<file path="src/rtl/instr_encoder.sv">
// ---------------------------------------------------------------------------
// instr_encoder
//
// Turns a decoded instruction request (type, op, register indices, immediate)
// into a 32-bit RV32I machine word. Each word is tagged with a running byte
// address and queued in a small output buffer for a downstream consumer.
// Requests with an illegal type are accepted, dropped and reported on err.
//
// Optional feature macro: INSTR_ENC_RANGE_CHECK_EN
//   When defined, out-of-range immediates and undefined func3/func7
//   combinations are also treated as illegal. When undefined, only
//   in_type=7 is illegal and immediates are silently truncated.
//
// Parameters
//   BASE_ADDR  address given to the first pushed word
//   DEPTH      output buffer entries (power of 2, >= 2)
//
// Ports
//   clk        single clock, all state updates on the rising edge
//   reset      synchronous active-low reset
//   in_valid   request valid
//   in_ready   request accepted when in_valid && in_ready (buffer not full)
//   in_type    0=R 1=S 2=L 3=I 4=B 5=LU 6=AU 7=illegal
//   in_op      R/I: {func7[5], func3}; S/L/B: func3 in [2:0]
//   in_rd      destination register index
//   in_rs1     source register 1 index
//   in_rs2     source register 2 index
//   in_imm     immediate / byte offset / full upper value
//   out_valid  buffered word available
//   out_ready  consumer takes the word when out_valid && out_ready
//   out_instr  encoded word
//   out_addr   address tag of out_instr
//   err        one-cycle pulse after an illegal request was dropped
//   err_cnt    saturating count of dropped requests
// ---------------------------------------------------------------------------
module instr_encoder #(
  parameter logic [31:0] BASE_ADDR = 32'h0000_0000,
  parameter int unsigned DEPTH     = 2
) (
  input  logic        clk,
  input  logic        reset,
  input  logic        in_valid,
  output logic        in_ready,
  input  logic [2:0]  in_type,
  input  logic [3:0]  in_op,
  input  logic [4:0]  in_rd,
  input  logic [4:0]  in_rs1,
  input  logic [4:0]  in_rs2,
  input  logic [31:0] in_imm,
  output logic        out_valid,
  input  logic        out_ready,
  output logic [31:0] out_instr,
  output logic [31:0] out_addr,
  output logic        err,
  output logic [7:0]  err_cnt
);

  localparam int unsigned AW = $clog2(DEPTH);
  localparam int unsigned CW = AW + 1;
  localparam logic [CW-1:0] FULL_CNT = CW'(DEPTH);

  localparam logic [6:0] OPC_R  = 7'b0110011;
  localparam logic [6:0] OPC_I  = 7'b0010011;
  localparam logic [6:0] OPC_L  = 7'b0000011;
  localparam logic [6:0] OPC_S  = 7'b0100011;
  localparam logic [6:0] OPC_B  = 7'b1100011;
  localparam logic [6:0] OPC_LU = 7'b0110111;
  localparam logic [6:0] OPC_AU = 7'b0010111;

  typedef enum logic [2:0] {
    TYPE_R   = 3'd0,
    TYPE_S   = 3'd1,
    TYPE_L   = 3'd2,
    TYPE_I   = 3'd3,
    TYPE_B   = 3'd4,
    TYPE_LU  = 3'd5,
    TYPE_AU  = 3'd6,
    TYPE_ILL = 3'd7
  } instr_type_e;

  instr_type_e instrType;
  logic [2:0]  func3;
  logic        isShift;
  logic [11:0] immI;
  logic [31:0] encWord;
  logic        legal;

  logic [31:0]   instrMem_q [DEPTH];
  logic [31:0]   addrMem_q  [DEPTH];
  logic [AW-1:0] wrPtr_q, wrPtr_d;
  logic [AW-1:0] rdPtr_q, rdPtr_d;
  logic [CW-1:0] count_q, count_d;
  logic [31:0]   addr_q, addr_d;
  logic          err_q, err_d;
  logic [7:0]    errCnt_q, errCnt_d;

  logic full;
  logic accept;
  logic push;
  logic pop;
  logic drop;

  assign instrType = instr_type_e'(in_type);
  assign func3     = in_op[2:0];
  assign isShift   = (func3 == 3'b001) || (func3 == 3'b101);

  // Shift-immediate forms carry func7[5] in imm[10] and the shift amount in
  // imm[4:0]; every other I-form takes the low 12 immediate bits as-is.
  assign immI = isShift ? {1'b0, in_op[3], 5'b00000, in_imm[4:0]} : in_imm[11:0];

  always_comb begin
    encWord = 32'h0;
    case (instrType)
      TYPE_R:  encWord = {1'b0, in_op[3], 5'b00000, in_rs2, in_rs1, func3, in_rd, OPC_R};
      TYPE_I:  encWord = {immI, in_rs1, func3, in_rd, OPC_I};
      TYPE_L:  encWord = {in_imm[11:0], in_rs1, func3, in_rd, OPC_L};
      TYPE_S:  encWord = {in_imm[11:5], in_rs2, in_rs1, func3, in_imm[4:0], OPC_S};
      TYPE_B:  encWord = {in_imm[12], in_imm[10:5], in_rs2, in_rs1, func3,
                          in_imm[4:1], in_imm[11], OPC_B};
      TYPE_LU: encWord = {in_imm[31:12], in_rd, OPC_LU};
      TYPE_AU: encWord = {in_imm[31:12], in_rd, OPC_AU};
      default: encWord = 32'h0;
    endcase
  end

`ifdef INSTR_ENC_RANGE_CHECK_EN
  logic signed [31:0] immS;
  logic               imm12Ok;

  assign immS    = $signed(in_imm);
  assign imm12Ok = (immS >= -32'sd2048) && (immS <= 32'sd2047);

  // Only sub/sra may set func7[5] on R-type; branch func3 010/011 and the
  // load/store func3 holes have no RV32I instruction behind them.
  always_comb begin
    legal = 1'b1;
    case (instrType)
      TYPE_R:  legal = !in_op[3] || (func3 == 3'b000) || (func3 == 3'b101);
      TYPE_I:  legal = isShift ? ((immS >= 32'sd0) && (immS <= 32'sd31)) : imm12Ok;
      TYPE_L:  legal = imm12Ok && (func3 != 3'b011) && (func3 != 3'b110) && (func3 != 3'b111);
      TYPE_S:  legal = imm12Ok && (func3 <= 3'b010);
      TYPE_B:  legal = !in_imm[0] && (immS >= -32'sd4096) && (immS <= 32'sd4094) &&
                       (func3 != 3'b010) && (func3 != 3'b011);
      TYPE_LU: legal = (in_imm[11:0] == 12'h000);
      TYPE_AU: legal = (in_imm[11:0] == 12'h000);
      default: legal = 1'b0;
    endcase
  end
`else
  assign legal = (instrType != TYPE_ILL);
`endif

  // Ready depends only on buffer occupancy (never on out_ready), and is held
  // low while reset is asserted.
  assign full      = (count_q == FULL_CNT);
  assign in_ready  = reset && !full;
  assign out_valid = (count_q != '0);
  assign out_instr = instrMem_q[rdPtr_q];
  assign out_addr  = addrMem_q[rdPtr_q];
  assign err       = err_q;
  assign err_cnt   = errCnt_q;

  assign accept = in_valid && in_ready;
  assign push   = accept && legal;
  assign drop   = accept && !legal;
  assign pop    = out_valid && out_ready;

  always_comb begin
    wrPtr_d  = wrPtr_q;
    rdPtr_d  = rdPtr_q;
    count_d  = count_q;
    addr_d   = addr_q;
    err_d    = drop;
    errCnt_d = errCnt_q;
    if (push) begin
      wrPtr_d = wrPtr_q + AW'(1);
      addr_d  = addr_q + 32'd4;
    end
    if (pop) begin
      rdPtr_d = rdPtr_q + AW'(1);
    end
    case ({push, pop})
      2'b10:   count_d = count_q + CW'(1);
      2'b01:   count_d = count_q - CW'(1);
      default: count_d = count_q;
    endcase
    if (drop && (errCnt_q != 8'hFF)) begin
      errCnt_d = errCnt_q + 8'd1;
    end
  end

  always_ff @(posedge clk) begin
    if (!reset) begin
      wrPtr_q  <= '0;
      rdPtr_q  <= '0;
      count_q  <= '0;
      addr_q   <= BASE_ADDR;
      err_q    <= 1'b0;
      errCnt_q <= 8'h00;
    end else begin
      wrPtr_q  <= wrPtr_d;
      rdPtr_q  <= rdPtr_d;
      count_q  <= count_d;
      addr_q   <= addr_d;
      err_q    <= err_d;
      errCnt_q <= errCnt_d;
    end
  end

  // Buffer storage needs no reset: an entry is only visible once count_q
  // says it was written since the last reset.
  always_ff @(posedge clk) begin
    if (push) begin
      instrMem_q[wrPtr_q] <= encWord;
      addrMem_q[wrPtr_q]  <= addr_q;
    end
  end

endmodule

</file>
<file path="config.mk">
export PLATFORM = sky130hd
export DESIGN_NAME = instr_encoder
export DESIGN_NICKNAME = d
export VERILOG_FILES = /design/src/rtl/instr_encoder.sv
export SDC_FILE = /design/constraint.sdc
export NUM_CORES = 1
export LEC_CHECK = 0
export ABC_AREA = 1
export BUFFER_PORTS_ARGS = -buffer_cell sky130_fd_sc_hd__buf_2
export CORE_ASPECT_RATIO = 0.9
export CORE_UTILIZATION = 40
export CTS_BUF_LIST = sky130_fd_sc_hd__clkbuf_4 sky130_fd_sc_hd__clkbuf_8
export DETAILED_ROUTE_END_ITERATION = 8
export GPL_ROUTABILITY_DRIVEN = 0
export PLACE_DENSITY = 0.59
export SYNTH_ARGS = -nofsm -noshare
export SYNTH_HDL_FRONTEND = slang
export SYNTH_SLANG_ARGS = --single-unit
export TNS_END_PERCENT = 10
</file>
<file path="constraint.sdc">
create_clock -name clk -period 4.9 [get_ports clk]
set_input_delay 0.735 -clock clk [delete_from_list [all_inputs] [get_ports clk]]
set_output_delay 0.735 -clock clk [all_outputs]
set_load 0.02 [all_outputs]
</file>
==> impl_metrics.csv, run 1 <==
group,metric,value,unit
sta,finalHoldViolations,0,
route,vias_per_cell,4.786,
clock_tree,cts_tree,"done",
worst_setup_path,critPathArrivalTime,2.18,ns
sta,setup_tns,0,ns
die,start_util,40.84,%
worst_setup_path,crit_fanout,23,
synthesis,synth_xor_area_share,0.7306,%
final_layout,nets,855,
route,first_iter_violations,290,
clock_tree,clkSinkCount,164,
route,wl_per_cell,14.19,microns
job,maxCapViolations,0,
final_layout,areaGrowthSynthToFinish,17.24,%
worst_setup_path,rr_endpoint,"addrMem_q[0][24]",
sta,fin_crit_sh,59.59,%
clock_tree,cts_setup_buffers,0,
hold_path,hold_class,"reg2reg",
grt,grt_pass1_vias,4725,
final_layout,antennaDiodeCount,0,
worst_setup_path,critPathMaxStageDelay,0.74,ns
hold_path,holdCritStartpoint,"rdPtr_q",
sta,slew_headroom,41.17,%
clock_tree,clk_pin_slew,0.08,ns
hold_path,hold_end,"rdPtr_q",
grt,grt_max_degree,40,
clock_tree,numCtsBuffers,17,
route,ant_nets,0,
clock_tree,clk_path_buf_depth,2,
grt,antenna_found_initial,0,
final_layout,design_area,0.008433,sq mm
placement,placed_area,0.008084,sq mm
sta,max_freq,0.3425,GHz
status,outcome,"finished, final reports clean",
placement,place_inst,1015,
worst_setup_path,cp-start-kind,"flip-flop",
sta,finalMaxSlewViolations,0,
synthesis,synth_top_family_by_area,"simple AND/OR/NAND/NOR gates",
grt,track_usage,16.36,%
power_and_ir_drop,leakage,3.226,nW
synthesis,syn_area,0.007193,sq mm
die,row_count,46,
placement,hpwl,10350,microns
die,core_area,0.01761,sq mm
synthesis,synthAdderAreaFrac,0.5218,%
synthesis,yosysMostFrequentCell,"nand2_1",
die,fp.dieH,129.2,microns
die,io-pin-count,133,
worst_setup_path,worstPathRequired,4.16,ns
synthesis,yosysWarningCount,0,
final_layout,finalNonFillerCells,1046,
die,fp.dieArea,0.01852,sq mm
clock_tree,cts-root-buf,"clkbuf_8",
sta,setup_viol,0,
route,drt_wl_total,14840,microns
die,die_x,143.4,microns
worst_setup_path,reg2regPathDepth,5,
synthesis,synth_top_area_share,50.10,%
worst_setup_path,crit_chain,"buf_4 -> mux2_2 -> buf_2",
grt,grt_pass1_wl,22870,microns
power_and_ir_drop,powerDensity,337.4,mW/mm^2
sta,worst_slew_pin_slew,0.8803,ns
grt,grt.overflow.total,0,
worst_setup_path,critical_path_class,"reg2out",
synthesis,yosysUniqueCellTypes,35,
worst_setup_path,cp-end-kind,"primary output",
worst_setup_path,rrSetupSlack,2.63,ns
synthesis,ys_seq_area_share,62.34,%
synthesis,syn_avg_cell_area,10.88,sq um
sta,hold_ws,0.4710,ns
synthesis,synth-async-reset-ratio,0,%
clock_tree,clock_latency,0.45,ns
sta,skew,0.009512,ns
synthesis,synth_simple_gate_area_share,16.80,%
worst_setup_path,slowest_stage,"dfxtp_2",
sta,rsz0062_at_grt,"no",
synthesis,synth.area.top_cells,"edfxtp_1, dfxtp_1, mux2_2, nand2_1, nor2_1",
route,route.detailed.drc,0,
power_and_ir_drop,ir_drop,0.1511,mV
final_layout,fillers,1648,
hold_path,whs_path_depth,1,
synthesis,yosys-top-cells-count,"nand2_1, edfxtp_1, nor2_1",
synthesis,ys_seq_elements,164,
clock_tree,cts_max_level,4,
synthesis,synth_enable_flop_cells,120,
placement,numPortBuffers,129,
sta,period_needed,2.920,ns
synthesis,synthFlopType,"edfxtp_1",
clock_tree,cts_resized,0,
synthesis,postSynthCellCount,661,
synthesis,synthMuxAreaShare,9.393,%
route,vias,5006,
synthesis,synth_compound_area_share,4.801,%
synthesis,synth_area_leader_cell,"edfxtp_1",
route,dr.pass1.iters,4,
final_layout,layout-drive-gt1-share,30.27,%
clock_tree,hold_buffers,0,
worst_setup_path,r2r-start,"count_q[0]",
-- cells in the final DEF (no fill, tap or decap), drive strengths merged --
| cell | n |
|---|---|
| clkinv | 5 |
| o211ai | 1 |
| edfxtp | 120 |
| o21bai | 1 |
| inv | 68 |
| nor2 | 74 |
| dfxtp | 44 |
| and2 | 1 |
| o21ai | 38 |
| a31oi | 1 |
| conb | 3 |
| xor2 | 4 |
| nand2 | 144 |
| mux2 | 60 |
| nand3b | 1 |
| xnor2 | 2 |
| a21oi | 23 |
| a22oi | 1 |
| bufinv | 1 |
| clkbuf | 21 |
| nand3 | 32 |
| nand4 | 15 |
| clkinvlp | 3 |
| nor3 | 7 |
| buf | 133 |
| ha | 3 |
-- registers in the layout, indices dropped and copies added, names as in the netlist, named ones only --
signal	flops
addrMem_q	60
instrMem_q	60
err	1
rdPtr_q	1
count_q	2
addr_q	30
err_cnt	8
wrPtr_q	1
-- report_power, final --
group,switching (W),internal (W)
clock network,0.000456,0.000416
registers,0.0000269,0.00154
logic,0.000249,0.000156
-- worst max path at each step --
stage                from           endpoint  cells past startpoint
2_1_floorplan  in_type[2]   addrMem_q[1][10]                      3
3_3_place_gp        reset  instrMem_q[0][26]                      4
3_5_place_dp        reset  instrMem_q[0][26]                      4
4_1_cts         flip-flop       out_instr[0]                      3
5_1_grt         flip-flop       out_instr[1]                      3
6_report        flip-flop       out_instr[0]                      3
-- metrics by stage --
step	power [W]	setup WS, ns	util [%]
after global placement	0.002005	1.825	45.90
after detailed placement	0.002009	1.740	45.90
after global routing	0.002966	1.833	47.88
after CTS	0.002876	1.932	47.88
after floorplan	0.001872	0.7862	-
final	0.002845	1.980	47.88
-- routing by layer --
metal  vias up  track usage [%]  routed length, microns
met3        13            3.806                     827
met1      2330            20.09                    6861
met2       151            27.98                    6983
met4         0            6.508                     167
met5         -                0                       0
li1       2512                -                       -
-- critical path: cells and delay by family, from the launching register on --
family                 cells  cell delay (ns)
DFF                        1             0.74
buffers and inverters      2             0.58
muxes                      1             0.41
-- area by class of cell --
type	instances	area [sq um]	share of cell area (%)
repair buffers	133	700.7	8.309
inverters	67	251.5	2.982
well taps	240	300.3	3.561
flip-flops and latches	164	4486	53.19
clock buffers	21	264.0	3.131
multi-input cells	411	2346	27.82
clock inverters	10	85.08	1.009
-- cells by family (layout without fill, tap and decap cells) --
group                    after synthesis  in the layout
other                                  1              3
flip-flops                           164            164
multiplexers                          60             60
adder cells (fa/ha/maj)                3              3
AND/OR/NAND/NOR                      274            274
buffers and inverters                 88            231
AO/OA/AOI/OAI                         65             65
XOR/XNOR                               6              6
Note: power is estimated with default switching activity, not from simulation.
==> run 2: changes to the inputs <==
Clock period 4.9 ns to 2.8 ns, I/O delays scaled along.
==> run 2 against run 1 <==
Wire length rose by 4.6%. Largest power group unchanged. Global-route usage rose by 0.99 points. Final area rose by 0.56%. Critical endpoint is now out_addr[23].
==> impl_metrics.csv, run 2 (synthesis gave the netlist of run 1 again) <==
group,metric,value,unit
grt,grt_max_degree,57,
status,outcome,"finished, final reports clean",
worst_setup_path,critPathArrivalTime,1.85,ns
final_layout,layout-drive-gt1-share,30.70,%
die,fp.dieH,129.2,microns
power_and_ir_drop,powerDensity,603.3,mW/mm^2
final_layout,nets,859,
clock_tree,cts_max_level,4,
final_layout,antennaDiodeCount,0,
grt,grt_pass1_vias,4903,
route,first_iter_violations,334,
worst_setup_path,slowest_stage,"buf_4",
worst_setup_path,crit_fanout,39,
placement,pre_cts_ws,0.5995,ns
route,vias,5164,
power_and_ir_drop,ir_drop,0.2573,mV
clock_tree,clkSinkCount,164,
final_layout,post-route-util,48.15,%
sta,slew_headroom,50.99,%
worst_setup_path,crit_chain,"buf_4 -> mux2_2 -> buf_2",
sta,finalMaxSlewViolations,0,
clock_tree,hold_buffers,0,
route,vias_per_cell,4.913,
route,wl_per_cell,14.77,microns
die,start_util,40.84,%
clock_tree,cts_resized,0,
power_and_ir_drop,leakage,3.258,nW
clock_tree,clock_latency,0.45,ns
final_layout,fillers,1651,
hold_path,hold_class,"in2reg",
worst_setup_path,critPathBufInv,2,
worst_setup_path,critPathTopFamily,"buffers and inverters",
route,ant_nets,0,
sta,skew,0.01385,ns
clock_tree,clk_path_buf_depth,2,
clock_tree,clk_pin_slew,0.10,ns
sta,fin_ws,0.5313,ns
route,dr.pass1.iters,5,
sta,hold_ws,0.2500,ns
final_layout,layout_common_cells,"nand2_1, buf_2, edfxtp_1",
grt,grt_pass1_wl,24310,microns
sta,worst_slew_pin_slew,0.7335,ns
final_layout,reg.largest.list,"addrMem_q: 60 flops, instrMem_q: 60 flops, addr_q: 30 flops",
grt,track_usage,17.35,%
clock_tree,cts_tree,"done",
route,drt_wl_total,15520,microns
worst_setup_path,worstPathRequired,2.38,ns
worst_setup_path,cp-end-kind,"primary output",
die,row_count,46,
placement,numPortBuffers,129,
placement,hpwl,10570,microns
final_layout,layout_commonest_cell,"nand2_1",
sta,rsz0062_at_grt,"no",
final_layout,areaGrowthSynthToFinish,17.90,%
sta,setup_viol,0,
sta,setup_tns,0,ns
route,route.detailed.drc,0,
worst_setup_path,cp-start-kind,"flip-flop",
die,fp.dieArea,0.01852,sq mm
clock_tree,cts_setup_buffers,0,
grt,grt.overflow.total,0,
die,io-pin-count,133,
worst_setup_path,critPathMaxStageDelay,0.45,ns
clock_tree,cts-root-buf,"clkbuf_8",
worst_setup_path,critical_path_class,"reg2out",
sta,finalHoldViolations,0,
die,die_x,143.4,microns
sta,period_needed,2.269,ns
sta,fin_crit_sh,81.02,%
clock_tree,numCtsBuffers,17,
job,maxCapViolations,0,
sta,max_freq,0.4408,GHz
grt,antenna_found_initial,0,
die,core_area,0.01761,sq mm
==> run 2: changes by cell type in the layout (fill, tap and decap cells not counted) <==
cell	change
buf_4	+5
inv_8	+3
clkinv_2	-2
inv_6	+4
clkbuf_4	-4
buf_12	-1
clkinvlp_4	-1
clkinv_4	+1
==> run 2: through the flow <==
stage / total power [W] / area [sq um] / cells
after floorplan: 0.003276 / 7203 / 663
after global placement: 0.003514 / 8102 / 1019
after detailed placement: 0.003523 / 8102 / 1019
after CTS: 0.005180 / 8481 / 1051
after global routing: 0.005339 / 8481 / 1051
final: 0.005116 / 8481 / 1051
==> run 2: cell type report <==
class                      instances  area (sq um)  area share, %
multi-input combinational        411          2346          27.66
inverter                          67         251.5          2.965
clock inverter                    15         145.1          1.711
timing repair buffer             137         718.2          8.469
tap                              240         300.3          3.541
sequential                       164          4486          52.89
clock buffer                      17         234.0          2.759
==> run 2: routing by layer <==
| layer | up-vias | track usage, % | share of wire (%) |
|---|---|---|---|
| met5 | - | 0 | 0 |
| met4 | 0 | 7.134 | 1.2 |
| met3 | 18 | 4.028 | 6.5 |
| met2 | 185 | 28.49 | 46 |
| met1 | 2442 | 22.19 | 46 |
| li1 | 2519 | - | - |
==> run 2: path summary, 6_finish.rpt <==
| kind | from | end | slack [ns] | cells after the start |
|---|---|---|---|---|
| worst min-delay path | in_imm[17] | instrMem_q[1][17] | 0.25 | 3 |
| worst max register to register | count_q[0] | addrMem_q[1][15] | 0.83 | 5 |
| worst min register to register | rdPtr_q | rdPtr_q | 0.46 | 1 |
| worst max-delay path | flip-flop | out_addr[23] | 0.53 | 3 |
==> run 2: tightest hold or removal path, cell delays in order <==
cell	delay [ns]
buf_2	0.07
nand2_1	0.04
nand2_1	0.06
==> run 2: power breakdown <==
group	switching, W	total [W]	internal (W)
Sequential	0.0000270	0.00272	0.00270
Clock	0.000931	0.00166	0.000729
Combinational	0.000457	0.000733	0.000275
Total	0.00142	0.00512	0.00370
